==> config.mk <==
export PLATFORM = sky130hd
export DESIGN_NAME = ni_initiator_req_packetizer
export DESIGN_NICKNAME = d
export VERILOG_FILES = /design/src/rtl/ni_initiator_req_packetizer_pkg.sv /design/src/rtl/ni_initiator_req_packetizer_header_format.sv /design/src/rtl/ni_initiator_req_packetizer.sv
export SDC_FILE = /design/constraint.sdc
export NUM_CORES = 1
export LEC_CHECK = 0
export BUFFER_PORTS_ARGS = -buffer_cell sky130_fd_sc_hd__clkbuf_2
export CAP_MARGIN = 40
export CORE_MARGIN = 5
export CORE_UTILIZATION = 42
export CTS_BUF_LIST = sky130_fd_sc_hd__clkbuf_4
export CTS_CLUSTER_SIZE = 8
export DETAILED_ROUTE_END_ITERATION = 8
export PLACE_DENSITY = 0.82
export SETUP_SLACK_MARGIN = 0.3
export SLEW_MARGIN = 30
export SYNTH_ARGS = -nofsm -noshare
export SYNTH_HDL_FRONTEND = slang
export SYNTH_SLANG_ARGS = --single-unit
==> constraint.sdc <==
create_clock -name clk -period 2.99 [get_ports clk]
set_clock_uncertainty 0.2 [all_clocks]
set_input_delay 0.299 -clock clk [delete_from_list [all_inputs] [get_ports clk]]
set_output_delay 0.299 -clock clk [all_outputs]
set_load 0.03 [all_outputs]
==> src/rtl/ni_initiator_req_packetizer_pkg.sv <==
// Shared NoC parameters for the NI initiator request path: default widths,
// header field offsets and the packetizer state encoding.
package ni_initiator_req_packetizer_pkg;

    localparam int unsigned NOC_FLIT_W = 80;
    localparam int unsigned NOC_PATH_W = 7;
    localparam int unsigned NOC_TGT_W  = 4;
    localparam int unsigned NOC_DATA_W = 64;
    localparam int unsigned ADDR_W     = 32;
    localparam int unsigned LEN_W      = 8;
    localparam int unsigned TAG_W      = 4;
    localparam int unsigned SRC_W      = 4;

    // Header field offsets
    localparam int unsigned PATH_LSB = 0;
    localparam int unsigned TGT_LSB  = 7;
    localparam int unsigned WR_BIT   = 11;
    localparam int unsigned LEN_LSB  = 12;
    localparam int unsigned ADDR_LSB = 20;
    localparam int unsigned SRC_LSB  = 52;
    localparam int unsigned TAG_LSB  = 56;

    typedef enum logic [2:0] {
        ST_IDLE,
        ST_LOOKUP,
        ST_HEADER,
        ST_PAYLOAD,
        ST_DRAIN,
        ST_ERROR
    } pkt_state_t;

endpackage

==> src/rtl/ni_initiator_req_packetizer_header_format.sv <==
// Combinational packer of request header fields into a single flit.
module ni_header_format
    import ni_initiator_req_packetizer_pkg::*;
#(
    parameter int unsigned FLIT_W = NOC_FLIT_W,
    parameter int unsigned PATH_W = NOC_PATH_W,
    parameter int unsigned TGT_W  = NOC_TGT_W,
    parameter logic [SRC_W-1:0] SRC_ID = 4'h0
) (
    input  logic [PATH_W-1:0] i_path,
    input  logic [TGT_W-1:0]  i_target,
    input  logic              i_write,
    input  logic [LEN_W-1:0]  i_len,
    input  logic [ADDR_W-1:0] i_addr,
    input  logic [TAG_W-1:0]  i_tag,
    output logic [FLIT_W-1:0] o_flit
);

    // Place each field at its header offset; unused upper bits stay zero
    always_comb begin
        o_flit                      = '0;
        o_flit[PATH_LSB +: PATH_W]  = i_path;
        o_flit[TGT_LSB  +: TGT_W]   = i_target;
        o_flit[WR_BIT]              = i_write;
        o_flit[LEN_LSB  +: LEN_W]   = i_len;
        o_flit[ADDR_LSB +: ADDR_W]  = i_addr;
        o_flit[SRC_LSB  +: SRC_W]   = SRC_ID;
        o_flit[TAG_LSB  +: TAG_W]   = i_tag;
    end

endmodule

==> src/rtl/ni_initiator_req_packetizer.sv <==
// NI initiator request packetizer: route lookup, header flit, write payload
// flits; undecodable transactions sink their write data and raise an error.
module ni_initiator_req_packetizer
    import ni_initiator_req_packetizer_pkg::*;
#(
    parameter int unsigned FLIT_W = NOC_FLIT_W,
    parameter int unsigned PATH_W = NOC_PATH_W,
    parameter int unsigned TGT_W  = NOC_TGT_W,
    parameter logic [SRC_W-1:0] SRC_ID = 4'h0,
    parameter int unsigned DATA_W = NOC_DATA_W
) (
    input  logic              clk,
    input  logic              rst_n,
    input  logic              req_valid,
    output logic              req_ready,
    input  logic [31:0]       req_addr,
    input  logic              req_write,
    input  logic [7:0]        req_len,
    input  logic [3:0]        req_tag,
    input  logic              wdata_valid,
    output logic              wdata_ready,
    input  logic [DATA_W-1:0] wdata,
    input  logic              wdata_last,
    output logic [31:0]       lut_address,
    input  logic [PATH_W-1:0] lut_path,
    input  logic [TGT_W-1:0]  transaction_target,
    input  logic              failed_decoding,
    output logic              flit_valid,
    input  logic              flit_ready,
    output logic [FLIT_W-1:0] flit_data,
    output logic              flit_last,
    output logic              err_valid,
    input  logic              err_ready,
    output logic [3:0]        err_tag,
    output logic              len_mismatch
);

    pkt_state_t r_state, w_next;

    logic [31:0]       r_addr;
    logic              r_write;
    logic [7:0]        r_len;
    logic [3:0]        r_tag;
    logic [PATH_W-1:0] r_path;
    logic [TGT_W-1:0]  r_tgt;
    logic [7:0]        r_beat_cnt;
    logic              r_len_mismatch;

    logic [FLIT_W-1:0] w_header;
    logic [FLIT_W-1:0] w_payload;
    logic              w_beat;
    logic              w_cnt_zero;

    ni_header_format #(
        .FLIT_W (FLIT_W),
        .PATH_W (PATH_W),
        .TGT_W  (TGT_W),
        .SRC_ID (SRC_ID)
    ) u_header_format (
        .i_path   (r_path),
        .i_target (r_tgt),
        .i_write  (r_write),
        .i_len    (r_len),
        .i_addr   (r_addr),
        .i_tag    (r_tag),
        .o_flit   (w_header)
    );

    assign lut_address  = r_addr;
    assign len_mismatch = r_len_mismatch;
    assign w_cnt_zero   = (r_beat_cnt == 8'd0);
    assign w_beat       = wdata_valid & wdata_ready;

    // Zero-extend a write beat to flit width
    always_comb begin
        w_payload               = '0;
        w_payload[DATA_W-1:0]   = wdata;
    end

    // State register
    always_ff @(posedge clk) begin
        if (!rst_n) begin
            r_state <= ST_IDLE;
        end else begin
            r_state <= w_next;
        end
    end

    // Next-state and handshake outputs
    always_comb begin
        w_next      = r_state;
        req_ready   = 1'b0;
        wdata_ready = 1'b0;
        flit_valid  = 1'b0;
        flit_data   = '0;
        flit_last   = 1'b0;
        err_valid   = 1'b0;
        err_tag     = '0;
        case (r_state)
            ST_IDLE: begin
                // Held low while reset is asserted so no request is acknowledged
                req_ready = rst_n;
                if (req_valid) begin
                    w_next = ST_LOOKUP;
                end
            end
            ST_LOOKUP: begin
                if (failed_decoding) begin
                    w_next = r_write ? ST_DRAIN : ST_ERROR;
                end else begin
                    w_next = ST_HEADER;
                end
            end
            ST_HEADER: begin
                flit_valid = 1'b1;
                flit_data  = w_header;
                flit_last  = ~r_write;
                if (flit_ready) begin
                    w_next = r_write ? ST_PAYLOAD : ST_IDLE;
                end
            end
            ST_PAYLOAD: begin
                wdata_ready = flit_ready;
                flit_valid  = wdata_valid;
                flit_data   = w_payload;
                flit_last   = w_cnt_zero;
                if (wdata_valid && flit_ready && w_cnt_zero) begin
                    w_next = ST_IDLE;
                end
            end
            ST_DRAIN: begin
                wdata_ready = 1'b1;
                if (wdata_valid && w_cnt_zero) begin
                    w_next = ST_ERROR;
                end
            end
            ST_ERROR: begin
                err_valid = 1'b1;
                err_tag   = r_tag;
                if (err_ready) begin
                    w_next = ST_IDLE;
                end
            end
            default: begin
                w_next = ST_IDLE;
            end
        endcase
    end

    // Request capture, route registration, beat counting and mismatch flag
    always_ff @(posedge clk) begin
        if (!rst_n) begin
            r_addr         <= '0;
            r_write        <= 1'b0;
            r_len          <= '0;
            r_tag          <= '0;
            r_path         <= '0;
            r_tgt          <= '0;
            r_beat_cnt     <= '0;
            r_len_mismatch <= 1'b0;
        end else begin
            if (r_state == ST_IDLE && req_valid) begin
                r_addr  <= req_addr;
                r_write <= req_write;
                r_len   <= req_len;
                r_tag   <= req_tag;
            end
            if (r_state == ST_LOOKUP) begin
                r_path     <= lut_path;
                r_tgt      <= transaction_target;
                // Loaded here so PAYLOAD and DRAIN share one counter preload
                r_beat_cnt <= r_len;
            end
            if (w_beat) begin
                if (!w_cnt_zero) begin
                    r_beat_cnt <= r_beat_cnt - 8'd1;
                end
                if (wdata_last != w_cnt_zero) begin
                    r_len_mismatch <= 1'b1;
                end
            end
        end
    end

endmodule

==> results.json, run 1 <==
{
  "worst-path-max-fanout": 29,
  "leakagePower_nw": 2.622,
  "endpoint_kind": "primary output",
  "max-slew-margin-rel_pct": 59.69,
  "synth_top_flop_cell": "dfxtp_1",
  "maxCapViolCount": 0,
  "vias": 4420,
  "crit_family": "flip-flops",
  "dieWidth_um": 101.3,
  "cp.arrival_ps": 1990,
  "wire_per_inst_um": 15.89,
  "grt_usage_pct": 25.28,
  "drtIter0Drc": 197,
  "drc": 0,
  "ys_seq_area_share_pct": 38.90,
  "cts-buffers-inserted": 9,
  "synth_warnings": 0,
  "syn2layout_area_growth_pct": 54.17,
  "slowest_stage": "dfxtp_2",
  "synthDistinctLibCells": 48,
  "wl_mm": 13.36,
  "yosys.cell_count.top_type": "nand2_1",
  "synth-edff-count": 0,
  "power_density_nw_per_um2": 588.9,
  "synth_area_leaders": "dfxtp_1 39%, a22o_1 14%, nand2_1 13%",
  "clock_latency_ps": 400,
  "power.total_mw": 3.177,
  "min_period_ps": 2493,
  "vias_per_cell": 5.256,
  "dp_worst_setup_slack_ps": 674.2,
  "path_buf_inv": 2,
  "postSynthAreaPerCell_sq_um": 7.691,
  "ys_ff_latch": 68,
  "num_io_pins": 250,
  "synth_top_area_share_pct": 38.90,
  "syn_inst": 455,
  "clk_pin_slew_worst_paths_ps": 120,
  "worstMarginPinSlew_ps": 604.6,
  "drive_gt1_share_pct": 36.46,
  "ys_async_sr_fraction_pct": 0,
  "setup_tns_ps": 0,
  "place_hpwl_mm": 9.328,
  "synthTopCellsByCount": "122 x nand2_1, 68 x dfxtp_1, 64 x a21oi_1",
  "fin_hold_ws_ps": 101.1,
  "required_ps": 2490,
  "antenna_found_initial": 0,
  "io_buffer_count": 233,
  "dieArea_sq_um": 10260,
  "crit_chain": "and3b_2 > buf_6 > a22o_1 > clkbuf_2",
  "maxSlewViolCount": 0,
  "rows": 33,
  "timing_worst_setup_path_type": "reg -> out",
  "regArea_sq_um": 1366,
  "hp-class": "in -> reg",
  "yosysTopAreaCell": "dfxtp_1",
  "fillerInstances": 698,
  "root_buffer": "clkbuf_4",
  "critPathLaunchType": "flop",
  "drtPass1Iterations": 5,
  "cpPeakStageDelay_ps": 500,
  "grt_start_max_net_pins": 32,
  "final_nets": 860,
  "place.gp.congestion": 0.9152,
  "cts_tree": "done",
  "htreeDepth": 3,
  "grt_overflow": 0,
  "grt_pass1_vias": 4311,
  "core_sq_um": 8175,
  "grt_pass1_wl_mm": 20.74,
  "multiInputGateArea_sq_um": 1927,
  "postPlaceCellArea_sq_um": 4676,
  "fin_crit_sh_pct": 83.37,
  "ant_nets": 0,
  "cts_sinks": 68,
  "finalSetupViolCount": 0,
  "die_height_um": 101.3,
  "clk_path_buf_depth": 2,
  "synth_area_sq_um": 3500,
  "start_util_pct": 42.81,
  "ir_drop_mv": 0.3170,
  "max_clock_freq_ghz": 0.4012,
  "r2r_setup_slack_ps": 650,
  "design_area_sq_um": 5395,
  "status": "completed",
  "timing.final.ws_setup_ps": 497.2,
  "rsz0062_at_grt": "false",
  "hold_viol_final": 0
}
-- cell families (layout without fill, tap and decap cells) --
group / Yosys count / in the layout / synth area share (%)
compound gates: 144 / 144 / 28.21
xor+xnor: 1 / 1 / 0.2503
fa+ha+maj: 2 / 2 / 0.7149
buf+inv: 58 / 323 / 8.080
flops: 68 / 68 / 38.90
mux: 1 / 1 / 0.2860
other cells: 1 / 17 / 0.1072
simple gates: 180 / 180 / 23.45
-- repair_timing --
action                                 4_1_cts  5_1_grt
setup endpoints to repair                   56       51
resized for setup                            2        5
endpoints found under the hold margin       58        1
setup buffers                                0        0
hold buffers                                58        1
-- worst register-to-register path: cells and delay by family (launching register included) --
kind / cells / cell delay [ps]
buffers and inverters: 1 / 100
AND/OR/NAND/NOR: 2 / 610
adder cells (fa/ha/maj): 1 / 180
flip-flops: 1 / 360
AO/OA/AOI/OAI: 2 / 800
-- through the flow --
| stage | util, % | instances |
|---|---|---|
| 2_1_floorplan | - | 470 |
| 3_3_place_gp | 57.19 | 765 |
| 3_5_place_dp | 57.19 | 765 |
| 4_1_cts | 65.63 | 839 |
| 5_1_grt | 65.96 | 840 |
| 6_report | 65.99 | 841 |
-- flip-flops by register name, summed over array words and instances (netlist names) --
name / cells
r_tag: 4
lut_address: 32
r_state: 3
r_tgt: 4
r_beat_cnt: 8
r_write: 1
r_path: 7
len_mismatch: 1
r_len: 8
-- where the power goes --
part / switching (mW) / total [mW] / internal, mW
Sequential: 0.178 / 1.26 / 1.08
Combinational: 0.939 / 1.43 / 0.489
Clock: 0.322 / 0.493 / 0.171
-- metal layers --
layer	wire (um)	part of all wire (%)	GRT usage, %
met5	0	0	0
met1	4685	35	27.27
met3	1210	9.1	6.474
met2	7087	53	46.28
met4	377	2.8	11.04
-- path summary, 6_finish.rpt --
path,start,end,cells after the start
hold reg to reg,r_path[3],r_path[3],2
setup / recovery,r_state[1],flit_data[3],4
setup reg to reg,r_beat_cnt[0],r_beat_cnt[4],6
hold / removal,wdata_last,len_mismatch,4
-- layout make-up --
| type | instances | area share, % |
|---|---|---|
| multi-input cells | 344 | 35.71 |
| repair buffers | 301 | 34.09 |
| flip-flops and latches | 68 | 25.32 |
| well taps | 105 | 2.435 |
| clock buffers | 10 | 1.391 |
| clock inverters | 6 | 0.5798 |
| inverters | 6 | 0.4174 |
| diodes | 1 | 0.04638 |
-- layout by cell type, fill, tap and decap left out, drive strengths merged, types with 2 or more instances in the layout --
cell type	count
or4	2
nor2	9
and2	15
buf	9
and3b	2
or3	3
clkbuf	243
nand2b	4
or3b	3
a31oi	6
o21ai	3
nor3b	4
clkinvlp	2
nor2b	2
o211ai	2
clkinv	4
nand3	4
ha	2
inv	6
conb	16
a21oi	64
nor3	4
dlygate4sd3	59
nand2	122
dfxtp	68
nor4	2
a22o	55
(Power assumes the default switching activity.)
==> inputs of run 2 (changes only) <==
==> constraint.sdc (replaced) <==
create_clock -name clk -period 2.5 [get_ports clk]
set_clock_uncertainty 0.2 [all_clocks]
set_input_delay 0.25 -clock clk [delete_from_list [all_inputs] [get_ports clk]]
set_output_delay 0.25 -clock clk [all_outputs]
set_load 0.03 [all_outputs]
==> run 2 against run 1 <==
Sequential share of layout area down 2.2 points. Hold slack worse by 54 ps. Global-route usage up 0.69 points. Cell count up 1.4%. Core utilization up 6.7 points. Cell area up 10%. Critical path depth up 2. Sequential power up 18%. Power up 39%.
==> results.json, run 2 (synthesis results as in run 1) <==
{
  "status": "completed",
  "cpPeakStageDelay_ps": 370,
  "place_hpwl_mm": 9.263,
  "vias_per_cell": 5.358,
  "fillerInstances": 591,
  "worst-path-max-fanout": 14,
  "syn2layout_area_growth_pct": 69.75,
  "dieWidth_um": 101.3,
  "io_buffer_count": 233,
  "final_nets": 873,
  "largest_reg_flops": 32,
  "wire_per_inst_um": 17.15,
  "grt_pass1_wl_mm": 21.40,
  "wl_mm": 14.63,
  "grt_start_max_net_pins": 41,
  "grt_overflow": 0,
  "placedCellCount": 766,
  "leakagePower_nw": 2.831,
  "max_clock_freq_ghz": 0.4496,
  "timing.final.ws_setup_ps": 275.8,
  "cp.arrival_ps": 1770,
  "worstMarginPinSlew_ps": 693.4,
  "finalSetupViolCount": 0,
  "slowest_stage": "dfxtp_4",
  "required_ps": 2050,
  "drc": 0,
  "grt_pass1_vias": 4417,
  "layout_common_cells": "176 x clkbuf_2, 122 x nand2_1, 64 x a21oi_1",
  "hp-class": "in -> reg",
  "htreeDepth": 3,
  "die_height_um": 101.3,
  "ant_nets": 0,
  "antenna_found_initial": 0,
  "final_cells": 853,
  "rsz0062_at_grt": "true",
  "start_util_pct": 42.81,
  "setup_tns_ps": 0,
  "cts_tree": "done",
  "ir_drop_mv": 0.5127,
  "clk_path_buf_depth": 2,
  "vias": 4570,
  "core_sq_um": 8175,
  "maxSlewViolCount": 0,
  "drtIter0Drc": 210,
  "clock_latency_ps": 400,
  "crit_chain": "nand2b_4 > nor2_4 > buf_6 > buf_12 > a22o_1 > clkbuf_4",
  "rows": 33,
  "timing_worst_setup_path_type": "reg -> out",
  "hold_viol_final": 0,
  "maxCapViolCount": 0,
  "cts-buffers-inserted": 9,
  "critPathLaunchType": "flop",
  "drtPass1Iterations": 5,
  "min_period_ps": 2224,
  "endpoint_kind": "primary output",
  "power_density_nw_per_um2": 743.6,
  "num_io_pins": 250,
  "final_core_util_pct": 72.67,
  "fin_crit_sh_pct": 88.97,
  "cts_sinks": 68,
  "n_antenna_cell": 0,
  "place.gp.congestion": 0.8358,
  "layout_commonest_cell": "clkbuf_2",
  "grt_usage_pct": 25.96,
  "drive_gt1_share_pct": 39.44,
  "root_buffer": "clkbuf_4",
  "dieArea_sq_um": 10260,
  "clk_pin_slew_worst_paths_ps": 110,
  "dp_worst_setup_slack_ps": 176.5,
  "max-slew-margin-rel_pct": 53.57
}
-- run 2: cell count changes in the layout (fill, tap and decap cells not counted), moves of 2 or more --
cell / change
buf_4: +36
dfxtp_1: -4
inv_4: +2
bufinv_16: +3
buf_12: +4
dfxtp_2: +2
clkbuf_4: +13
dfxtp_4: +2
clkbuf_2: -57
nor3b_1: -2
inv_1: -2
buf_6: +12
-- run 2: worst paths after layout --
check / startpoint / endpoint / slack (ps) / cells past startpoint
worst max-delay path: r_state[2] / flit_data[9] / 280 / 6
worst max register to register: r_beat_cnt[0] / r_state[0] / 360 / 6
worst min-delay path: wdata_valid / r_beat_cnt[1] / 50 / 3
worst min register to register: r_path[0] / r_path[0] / 280 / 2
-- run 2: where the power goes --
part           total (mW)  switching, mW  internal [mW]
Combinational        2.01           1.23          0.782
Clock               0.916          0.412          0.503
Sequential           1.49          0.197           1.29
-- run 2: metal layers --
layer | share of wire [%] | track usage [%] | vias up | wire length, um
met4 | 2.9 | 13.09 | 0 | 427
li1 | - | - | 2141 | -
met1 | 35 | 28.37 | 2115 | 5103
met3 | 9.1 | 6.405 | 43 | 1337
met5 | 0 | 0 | - | 0
met2 | 53 | 46.43 | 271 | 7758
-- run 2: final cells by class --
type                       instances  area (sq um)  area share [%]
clock inverter                     7         113.9           1.917
inverter                           6         27.53          0.4634
sequential                        68          1376           23.17
multi-input combinational        344          1993           33.55
timing repair buffer             314          2231           37.55
clock buffer                       9         67.56           1.137
tap                              105         131.4           2.211
-- run 2: critical path, delay by kind of cell (launching register included) --
kind / cells / cell delay, ps
AND/OR/NAND/NOR: 2 / 320
buffers and inverters: 3 / 470
AO/OA/AOI/OAI: 1 / 210
flip-flops: 1 / 370
-- run 2: repair_timing --
item	4_1_cts	5_1_grt
buffers inserted	7	3
gates cloned	1	1
gates resized for setup	37	153
hold buffers	59	0
hold endpoints to repair	61	0
pin swaps	0	5
setup endpoints to repair	77	65
-- run 2: through the flow --
| step | power [mW] | area, sq um | hold slack (ps) |
|---|---|---|---|
| finish | 4.417 | 5941 | 46.80 |
| global route | 4.667 | 5941 | 43.50 |
| CTS | 4.270 | 5679 | 23.90 |
| detailed placement | 3.151 | 4708 | 259.1 |
| global placement | 3.103 | 4708 | 252.3 |
| floorplan | 2.630 | 3556 | 186.0 |
==> inputs of run 3 (changes only) <==
--- a/config.mk
+++ b/config.mk
@@ -5,14 +5,13 @@
 export SDC_FILE = /design/constraint.sdc
 export NUM_CORES = 1
 export LEC_CHECK = 0
-export BUFFER_PORTS_ARGS = -buffer_cell sky130_fd_sc_hd__clkbuf_2
 export CAP_MARGIN = 40
-export CORE_MARGIN = 5
-export CORE_UTILIZATION = 42
+export CORE_AREA = 5 5 93 95
 export CTS_BUF_LIST = sky130_fd_sc_hd__clkbuf_4
 export CTS_CLUSTER_SIZE = 8
 export DETAILED_ROUTE_END_ITERATION = 8
-export PLACE_DENSITY = 0.82
+export DIE_AREA = 0 0 98 100
+export DONT_BUFFER_PORTS = 1
 export SETUP_SLACK_MARGIN = 0.3
 export SLEW_MARGIN = 30
 export SYNTH_ARGS = -nofsm -noshare
==> run 3 against run 2 <==
Cell area fell by 17%. Critical path type unchanged. Critical path depth is 1 lower. Largest cell class is now multi-input combinational cells. Hold slack gained 2.0 ps. Largest power group is now registers. Die area decreased by 4.5%.
==> results.json, run 3 (synthesis results as in run 1) <==
{
  "die_height_um": 100,
  "r2r_setup_slack_ps": 330,
  "regArea_sq_um": 1376,
  "met1_usage_pct": 27.11,
  "cts_sinks": 68,
  "fin_hold_ws_ps": 48.76,
  "crit_chain": "buf_6 > nand2b_4 > nor2_4 > buf_12 > a22o_2",
  "ant_nets": 0,
  "status": "completed",
  "num_io_pins": 250,
  "postPlaceCellArea_sq_um": 3613,
  "min_period_ps": 2189,
  "root_buffer": "clkbuf_4",
  "grt_start_max_net_pins": 65,
  "hp-class": "in -> reg",
  "wl_mm": 12.76,
  "clock_latency_ps": 390,
  "hold_viol_final": 0,
  "vias": 3618,
  "power_density_nw_per_um2": 788.0,
  "drtIter0Drc": 253,
  "wire_per_inst_um": 20.45,
  "rows": 32,
  "final_cells": 624,
  "cts_tree": "done",
  "io_buffer_count": 0,
  "dieWidth_um": 98,
  "slowest_stage": "dfxtp_2",
  "clk_pin_slew_worst_paths_ps": 120,
  "leakagePower_nw": 2.054,
  "endpoint_kind": "primary output",
  "path_buf_inv": 2,
  "rsz0062_at_grt": "true",
  "vias_per_cell": 5.798,
  "placedCellCount": 533,
  "required_ps": 2050,
  "n_antenna_cell": 0,
  "layout_common_cells": "121 x nand2_1, 64 x a21oi_1, 62 x dlygate4sd3_1, 62 x dfxtp_1, 37 x a22o_4",
  "whs_path_depth": 4,
  "crit_family": "flip-flops",
  "ir_drop_mv": 0.3988,
  "maxSlewViolCount": 0,
  "met2_usage_pct": 42.15,
  "largest_reg_flops": 32,
  "antenna_found_initial": 0,
  "fillerInstances": 640,
  "drive_gt1_share_pct": 24.90,
  "clk_path_buf_depth": 2,
  "drc": 0,
  "worst-r2r-cell-count": 6,
  "finalSetupViolCount": 0,
  "place_hpwl_mm": 7.900,
  "grt_pass1_vias": 3571,
  "setup_tns_ps": 0,
  "design_area_sq_um": 4933,
  "fin_crit_sh_pct": 87.56,
  "grt_usage_pct": 23.67,
  "cp.arrival_ps": 1740,
  "drtPass1Iterations": 4,
  "timing_worst_setup_path_type": "reg -> out",
  "core_sq_um": 7647,
  "grt_pass1_wl_mm": 18.78,
  "final_nets": 647,
  "worst-path-max-fanout": 28,
  "cpPeakStageDelay_ps": 360,
  "cts-buffers-inserted": 9,
  "place.gp.congestion": 0.8412,
  "max_clock_freq_ghz": 0.4569,
  "top_usage_layer": "met2",
  "grt_overflow": 0,
  "syn2layout_area_growth_pct": 40.97,
  "maxCapViolCount": 0,
  "critPathLaunchType": "flop",
  "layout_commonest_cell": "nand2_1",
  "path_depth": 5,
  "grt_util_met3_pct": 6.532,
  "dieArea_sq_um": 9800,
  "start_util_pct": 45.76,
  "multiInputGateArea_sq_um": 2321,
  "htreeDepth": 3
}
==> run 3: worst min-delay path, stage by stage <==
cell	delay, ps
nand2_2	40
buf_12	170
nand2_1	80
a21oi_1	50
==> run 3: path summary, 6_finish.rpt <==
check / endpoint / startpoint
worst min register to register: r_path[0] / r_path[0]
worst max-delay path: flit_data[13] / r_state[2]
worst min-delay path: r_write / req_valid
worst max register to register: r_state[0] / r_beat_cnt[1]
==> run 3: layer usage <==
metal | part of all wire, % | routed length (um)
met2 | 53 | 6822
met5 | 0 | 0
met1 | 37 | 4735
met4 | 1.4 | 182
met3 | 8.0 | 1022
==> run 3: layout make-up <==
class,count,share of cell area [%]
Multi-Input combinational cell,344,47.05
Sequential cell,68,27.90
Timing Repair Buffer,88,19.78
Tap cell,102,2.587
Clock buffer,9,1.370
Clock inverter,7,0.8623
Inverter,6,0.4565
==> run 3: per-stage QoR <==
stage	utilization [%]	setup WS (ps)	power, mW
2_1_floorplan	-	346.7	2.630
5_1_grt	64.51	231.5	4.122
4_1_cts	61.01	234.1	3.786
6_report	64.51	311.1	3.887
3_3_place_gp	47.25	252.9	2.936
3_5_place_dp	47.25	149.0	2.972
==> run 3: where the power goes <==
group / internal, mW / switching (mW) / leakage, nW
clock: 0.199 / 0.418 / 0.0595
sequential: 1.29 / 0.417 / 0.560
combinational: 0.620 / 0.940 / 1.43
total: 2.11 / 1.78 / 2.05
==> run 3: repair_timing <==
item	CTS	global route
buffers inserted	3	6
gates cloned	1	3
setup endpoints to repair	76	61
hold endpoints to repair	68	1
resized for setup	97	28
pin swaps	3	25
hold buffers	61	1
